**config.mk**
```make
export PLATFORM = sky130hd
export DESIGN_NAME = control_fsm
export DESIGN_NICKNAME = d
export VERILOG_FILES = /design/src/rtl/control_fsm.sv
export SDC_FILE = /design/constraint.sdc
export NUM_CORES = 1
export LEC_CHECK = 0
export ABC_CLOCK_PERIOD_IN_PS = 3400
export BUFFER_PORTS_ARGS = -buffer_cell sky130_fd_sc_hd__buf_4
export CORE_UTILIZATION = 46
export DETAILED_ROUTE_END_ITERATION = 8
export GPL_TIMING_DRIVEN = 0
export PLACE_DENSITY_LB_ADDON = 0.05
export SLEW_MARGIN = 20
export SYNTH_ARGS = -nofsm -noshare
export SYNTH_HDL_FRONTEND = slang
export SYNTH_SLANG_ARGS = --single-unit
export TNS_END_PERCENT = 30
```
**constraint.sdc**
```tcl
create_clock -name clk -period 3.4 [get_ports clk]
set_input_delay 0 -clock clk [delete_from_list [all_inputs] [get_ports clk]]
set_output_delay 0 -clock clk [all_outputs]
set_load 0.03 [all_outputs]
```
**src/rtl/control_fsm.sv**
```systemverilog
// Multicycle RISC-V main control FSM.
// Sequences each instruction through FETCH/DECODE and its execute states.
// All control outputs are decoded from the current state, with op, funct3,
// funct7b5 and zero added where a state depends on them.
module control_fsm (
   input  logic       clk,
   input  logic       reset,
   input  logic [6:0] op,
   input  logic [2:0] funct3,
   input  logic       funct7b5,
   input  logic       zero,
   output logic       pc_write,
   output logic       adr_src,
   output logic       mem_write,
   output logic       ir_write,
   output logic [1:0] result_src,
   output logic [1:0] alu_src_a,
   output logic [1:0] alu_src_b,
   output logic [1:0] imm_src,
   output logic       reg_write,
   output logic [2:0] alu_control,
   output logic       illegal_instr,
   output logic [3:0] state
);

   typedef enum logic [3:0] {
      S_FETCH    = 4'd0,
      S_DECODE   = 4'd1,
      S_MEMADR   = 4'd2,
      S_MEMREAD  = 4'd3,
      S_MEMWB    = 4'd4,
      S_MEMWRITE = 4'd5,
      S_EXECUTER = 4'd6,
      S_ALUWB    = 4'd7,
      S_EXECUTEI = 4'd8,
      S_JAL      = 4'd9,
      S_BEQ      = 4'd10
   } state_t;

   typedef enum logic [1:0] {
      ALU_ADD   = 2'd0,
      ALU_SUB   = 2'd1,
      ALU_FUNCT = 2'd2
   } alu_op_t;

   localparam logic [6:0] OP_LW   = 7'b0000011;
   localparam logic [6:0] OP_SW   = 7'b0100011;
   localparam logic [6:0] OP_RTYP = 7'b0110011;
   localparam logic [6:0] OP_ITYP = 7'b0010011;
   localparam logic [6:0] OP_JAL  = 7'b1101111;
   localparam logic [6:0] OP_BEQ  = 7'b1100011;

   state_t  state_q, state_d;
   alu_op_t alu_op;
   logic    pc_update;
   logic    branch;

   // Next-state selection; unused encodings fall back to FETCH.
   always_comb begin
      state_d = S_FETCH;
      case (state_q)
         S_FETCH:    state_d = S_DECODE;
         S_DECODE: begin
            case (op)
               OP_LW, OP_SW: state_d = S_MEMADR;
               OP_RTYP:      state_d = S_EXECUTER;
               OP_ITYP:      state_d = S_EXECUTEI;
               OP_JAL:       state_d = S_JAL;
               OP_BEQ:       state_d = S_BEQ;
               default:      state_d = S_FETCH;
            endcase
         end
         S_MEMADR:   state_d = (op == OP_LW) ? S_MEMREAD : S_MEMWRITE;
         S_MEMREAD:  state_d = S_MEMWB;
         S_MEMWB:    state_d = S_FETCH;
         S_MEMWRITE: state_d = S_FETCH;
         S_EXECUTER: state_d = S_ALUWB;
         S_EXECUTEI: state_d = S_ALUWB;
         S_JAL:      state_d = S_ALUWB;
         S_ALUWB:    state_d = S_FETCH;
         S_BEQ:      state_d = S_FETCH;
         default:    state_d = S_FETCH;
      endcase
   end

   // State register; reset aborts any instruction in flight.
   always_ff @(posedge clk) begin
      if (reset) state_q <= S_FETCH;
      else       state_q <= state_d;
   end

   // Per-state datapath controls; anything not set here stays 0.
   always_comb begin
      adr_src       = 1'b0;
      mem_write     = 1'b0;
      ir_write      = 1'b0;
      result_src    = 2'b00;
      alu_src_a     = 2'b00;
      alu_src_b     = 2'b00;
      reg_write     = 1'b0;
      illegal_instr = 1'b0;
      pc_update     = 1'b0;
      branch        = 1'b0;
      alu_op        = ALU_ADD;
      case (state_q)
         S_FETCH: begin
            ir_write   = 1'b1;
            alu_src_b  = 2'b10;
            result_src = 2'b10;
            pc_update  = 1'b1;
         end
         S_DECODE: begin
            alu_src_a = 2'b01;
            alu_src_b = 2'b01;
            if (!(op inside {OP_LW, OP_SW, OP_RTYP, OP_ITYP, OP_JAL, OP_BEQ}))
               illegal_instr = 1'b1;
         end
         S_MEMADR: begin
            alu_src_a = 2'b10;
            alu_src_b = 2'b01;
         end
         S_MEMREAD:  adr_src = 1'b1;
         S_MEMWB: begin
            result_src = 2'b01;
            reg_write  = 1'b1;
         end
         S_MEMWRITE: begin
            adr_src   = 1'b1;
            mem_write = 1'b1;
         end
         S_EXECUTER: begin
            alu_src_a = 2'b10;
            alu_op    = ALU_FUNCT;
         end
         S_EXECUTEI: begin
            alu_src_a = 2'b10;
            alu_src_b = 2'b01;
            alu_op    = ALU_FUNCT;
         end
         S_ALUWB:    reg_write = 1'b1;
         S_JAL: begin
            alu_src_a = 2'b01;
            alu_src_b = 2'b10;
            pc_update = 1'b1;
         end
         S_BEQ: begin
            alu_src_a = 2'b10;
            alu_op    = ALU_SUB;
            branch    = 1'b1;
         end
         default: ;
      endcase
   end

   // ALU operation decode; subtract only for R-type funct3=000 with funct7b5.
   always_comb begin
      alu_control = 3'b000;
      case (alu_op)
         ALU_SUB:   alu_control = 3'b001;
         ALU_FUNCT: begin
            case (funct3)
               3'b000:  alu_control = (op[5] && funct7b5) ? 3'b001 : 3'b000;
               3'b010:  alu_control = 3'b101;
               3'b110:  alu_control = 3'b011;
               3'b111:  alu_control = 3'b010;
               default: alu_control = 3'b000;
            endcase
         end
         default:   alu_control = 3'b000;
      endcase
   end

   // Immediate format follows the opcode in every state.
   always_comb begin
      case (op)
         OP_SW:   imm_src = 2'b01;
         OP_BEQ:  imm_src = 2'b10;
         OP_JAL:  imm_src = 2'b11;
         default: imm_src = 2'b00;
      endcase
   end

   assign pc_write = pc_update | (branch & zero);
   assign state    = state_q;

endmodule

```
== After elaboration in Yosys (flattened, before gate mapping) ==
Index checks and enable logic that the tools add are counted.

* Register bits: 4
* Bits of input ports: 14
* Output and inout port bits: 21
* Word-level logic and storage cells: 56

* Equal/unequal tests: 21
* Multiplexer cells: 19
* Bitwise operators: 2
* Reductions and logical operators: 13

{| class="wikitable"
|+ Operators with widths
! operator !! count
|-
| case mux 4 bit (5 select lines) || 2
|-
| == test 4 x 3 -> 1 bit, second input constant || 4
|-
| case mux 2 bit (2 select lines) || 4
|-
| == test 7 x 6 -> 1 bit, second input constant || 2
|-
| == test 7 bit, second input constant || 2
|-
| == test 4 bit, second input constant || 3
|-
| case mux 3 bit (4 select lines) || 1
|-
| OR reduction 2 bit || 6
|-
| two-way mux 1 bit || 9
|-
| == test 4 x 2 -> 1 bit, second input constant || 2
|-
| == test 7 x 2 -> 1 bit, second input constant || 1
|-
| == test 7 x 5 -> 1 bit, second input constant || 1
|-
| == test 3 bit, second input constant || 2
|-
| case mux 2 bit (3 select lines) || 1
|-
| case mux 3 bit (2 select lines) || 1
|-
| nonzero test 6 bit || 1
|-
| OR reduction 3 bit || 2
|-
| == test 4 x 1 -> 1 bit, second input constant || 1
|-
| zero test 4 bit || 1
|-
| OR reduction 4 bit || 1
|-
| == test 3 x 2 -> 1 bit, second input constant || 1
|-
| zero test 3 bit || 1
|-
| two-way mux 3 bit || 1
|-
| == test 2 x 1 -> 1 bit, second input constant || 1
|-
| 4 further kinds || 4
|}

== Logic depth before layout (Yosys ltp) ==
* Depth after elaboration: 5
* Depth in mapped cells: 8
* Mapped depth without buffers: 7

== Least setup slack after synthesis ==
No wires, ideal clock.

* Kind: reg2out
* Start point: reg state_q[1] (netlist: state[1])
* End point: out alu_control[2]
* Data arrival time: 2487 ps
* Data required time: 3400 ps
* Slack: 913 ps
* Stages on the path, launching flop included: 8
* Buffers on the path: 1
* Path through: dfxtp_1 > buf_6 > inv_1 > or2_2 > a21oi_2 > inv_1 > ha_1 > nor4_1

* Cells in the longest elaborated chain, start to end: 5
* Elaborated cells on any way between the ends: 8
* Classes of those cells: eq/ne: 5; mux: 2; reduce/logical: 1

{| class="wikitable"
|+ RTL lines
! what !! RTL line !! text
|-
| from (decl) || 53 || <nowiki>state_t state_q, state_d;</nowiki>
|-
| from (signal assigned) || 89 || <nowiki>else state_q <= state_d;</nowiki>
|-
| == test 4 bit / == test 4 x 3 -> 1 bit (equally long branches) || 105 || <nowiki>case (state_q)</nowiki>
|-
| OR reduction 2 bit (no line) || n/a ||
|-
| case mux 2 bit (2 select lines) * || 105 ||
|-
| == test 2 bit / == test 2 x 1 -> 1 bit (equally long branches) || 158 || <nowiki>case (alu_op)</nowiki>
|-
| case mux 3 bit (2 select lines) * || 158 ||
|-
| to (decl) || 21 || <nowiki>output logic [2:0] alu_control,</nowiki>
|}

Mark *: on every way between the ends. The rest lies on a longest branch, timed or not.

== Worst setup path after layout ==
* Start point: reg state_q[2] (netlist: state[2])
* End point: out alu_control[2]

The elaborated chain is that of the path after synthesis.

==> qor.csv <==
metric,value,unit
total CTS buffers,3,
largest net degree at the start of global routing,11,
synthesis-to-layout area growth,49.29,%
ys async rst share,0,%
max capacitance violation total,0,
insertion delay to the later sink of the worst-skew pair,0.23,ns
fmax,0.4682,GHz
critical path type,register to output pin,
initial antenna violation count,0,
Tot GR Track Use,25.39,%
first-pass GRT wire length,2649,um
worst hold slack,0.1659,ns
RSZ-0062 raised after global routing,false,
CP Capture Point,alu_control[2],
Post-Syn Area,619.3,um2
Post-Layout Cell Count,132,
"Slew Viols, Final",0,
sequential share of the synthesized area,12.93,%
Critical Path End Type,output pin,
Yosys cell types,44,
Placer Congestion,0.8508,
post-synthesis cell count,80,
ys flop type,dfxtp_1,
drt first pass iters,4,
Worst VDD drop,0.1734,mV
CTS Buffer Depth,2,
Die X,38.70,um
layout cells sized above 1,44.07,%
"count leader, synth",nor2_1,
reg2reg end,state[1],
final cycle utilization of the critical path,62.82,%
vias per cell,5.674,
DRC Markers,0,
class of the worst hold path,primary input to register,
ant diodes,0,
Slew headroom,76.34,%
"flops & latches, synth",4,
CTS sink cnt,4,
boundary pin count,35,
R2R Setup Slk,2.12,ns
"Max FO, Critical Path",8,
Critical path origin,state[2],
Detailed Route Iter0 Violations,11,
CP startpoint kind,register,
top-area cell type share of the netlist area,12.93,%
Yosys warnings,0,
"Clk pin slew, worst setup/hold paths",0.04,ns
Post-synth top cells,"nor2_1 (9), inv_1 (5)",
WL final,1692,um
H-Tree Depth,1,
cell taking the most area after synthesis,dfxtp_1,
die footprint,1497,um2
PD cells,205.8,nW/um2
post-cts sizing count,0,
Largest register FFs,4,
IO buf count,34,
status,"complete, no violations",
Post-synth EDFFs,0,
placed cell count,128,
Area contributors post-synth,"dfxtp_1 (13%), xnor2_1 (5.7%), nor2_1 (5.5%)",
"Hold Vio Cnt, Final",0,
Row Count,12,
post-layout min period,2.136,ns
Post-DP HPWL,1267,um
worst-margin pin slew,0.3516,ns
Lkg Pwr,0.4033,nW
worst path arrival time,2.14,ns
WL/cell,12.82,um
Vias,749,
R2R Path Start,state[2],
CTS tree,built,
CP required,3.40,ns
vias in the first global route,642,
R2R depth,4,
nets,136,
syn_nets,96,
clock root buffer,clkbuf_4,
"Avg Cell Area, Syn",7.742,um2
setup TNS,0,ns
Starting Density,52.88,%
Max Clock Skew,0.004066,ns
GRT overflow,0,
final antenna-violating net count,0,
Die Span Y,38.70,um
Final Setup Violations,0,
Core Footprint,1171,um2
==> power by group <==
group / internal (mW) / switching (mW) / leakage, nW / total [mW]
combinational: 0.0369 / 0.0473 / 0.357 / 0.0842
sequential: 0.0484 / 0.00171 / 0.0326 / 0.0501
clock: 0.0393 / 0.0168 / 0.0138 / 0.0560
==> area by class of cell <==
type                            count  area, um2
Buffer                              5      36.28
Sequential cell                     4      80.08
Tap cell                           14      17.52
Timing Repair Buffer               35      265.3
Inverter                            5      18.77
Multi-Input combinational cell     66      484.2
Fill cell                          88      246.5
Clock buffer                        3      22.52
==> worst max-delay path: stages (launching register included) <==
cell and delay (ns):
dfxtp_1 0.48, nand2b_1 0.15, or2_2 0.30, a21oi_2 0.15, inv_1 0.06, ha_1 0.29, nor4_1 0.26, buf_4 0.22
==> metrics by stage <==
stage	utilization [%]	power [mW]	instance area (um2)	setup slack, ns
6_report	78.95	0.1903	924.6	1.264
5_1_grt	78.95	0.2013	924.6	1.166
2_1_floorplan	-	0.09840	619.3	0.9126
4_1_cts	78.95	0.1930	924.6	1.285
3_3_place_gp	76.18	0.1315	892.1	1.582
3_5_place_dp	76.18	0.1329	892.1	1.541
==> metal layers <==
| layer | vias up | global-route usage, % | wire length (um) |
|---|---|---|---|
| li1 | 374 | - | - |
| met1 | 351 | 30.00 | 756 |
| met5 | - | 0 | 0 |
| met2 | 24 | 43.75 | 850 |
| met3 | 0 | 4.046 | 85 |
| met4 | 0 | 12.07 | 0 |
==> cells by family after synthesis <==
family / synth area share (%)
and+or+nand+nor: 40.20
AOI/OAI and AO/OA: 26.87
buffers and inverters: 8.887
xor gates and xnor gates: 7.070
DFF: 12.93
adders and majority gates: 4.040
==> layout by cell type (no fill, tap or decap), types with 4 or more instances in the layout <==
cell type,count
dfxtp_1,4
nand2b_1,4
nor2_1,9
xnor2_1,4
buf_4,36
nand2_1,4
inv_1,5
==> worst min path at each step <==
stage,depth (start not counted),slack (ns),start,to
after global placement,2,0.21,reset,state[3]
final,3,0.17,op[0],state[3]
after detailed placement,2,0.21,reset,state[3]
after global routing,3,0.17,op[5],state[2]
after floorplan,1,0.07,reset,state[3]
after CTS,3,0.15,op[0],state[3]
==> timing repair <==
item / 4_1_cts / 5_1_grt
hold buffers: 1 / 0
setup buffers: 0 / 0
hold endpoints to repair: 1 / 0
Note: power is estimated with default switching activity, not from simulation.
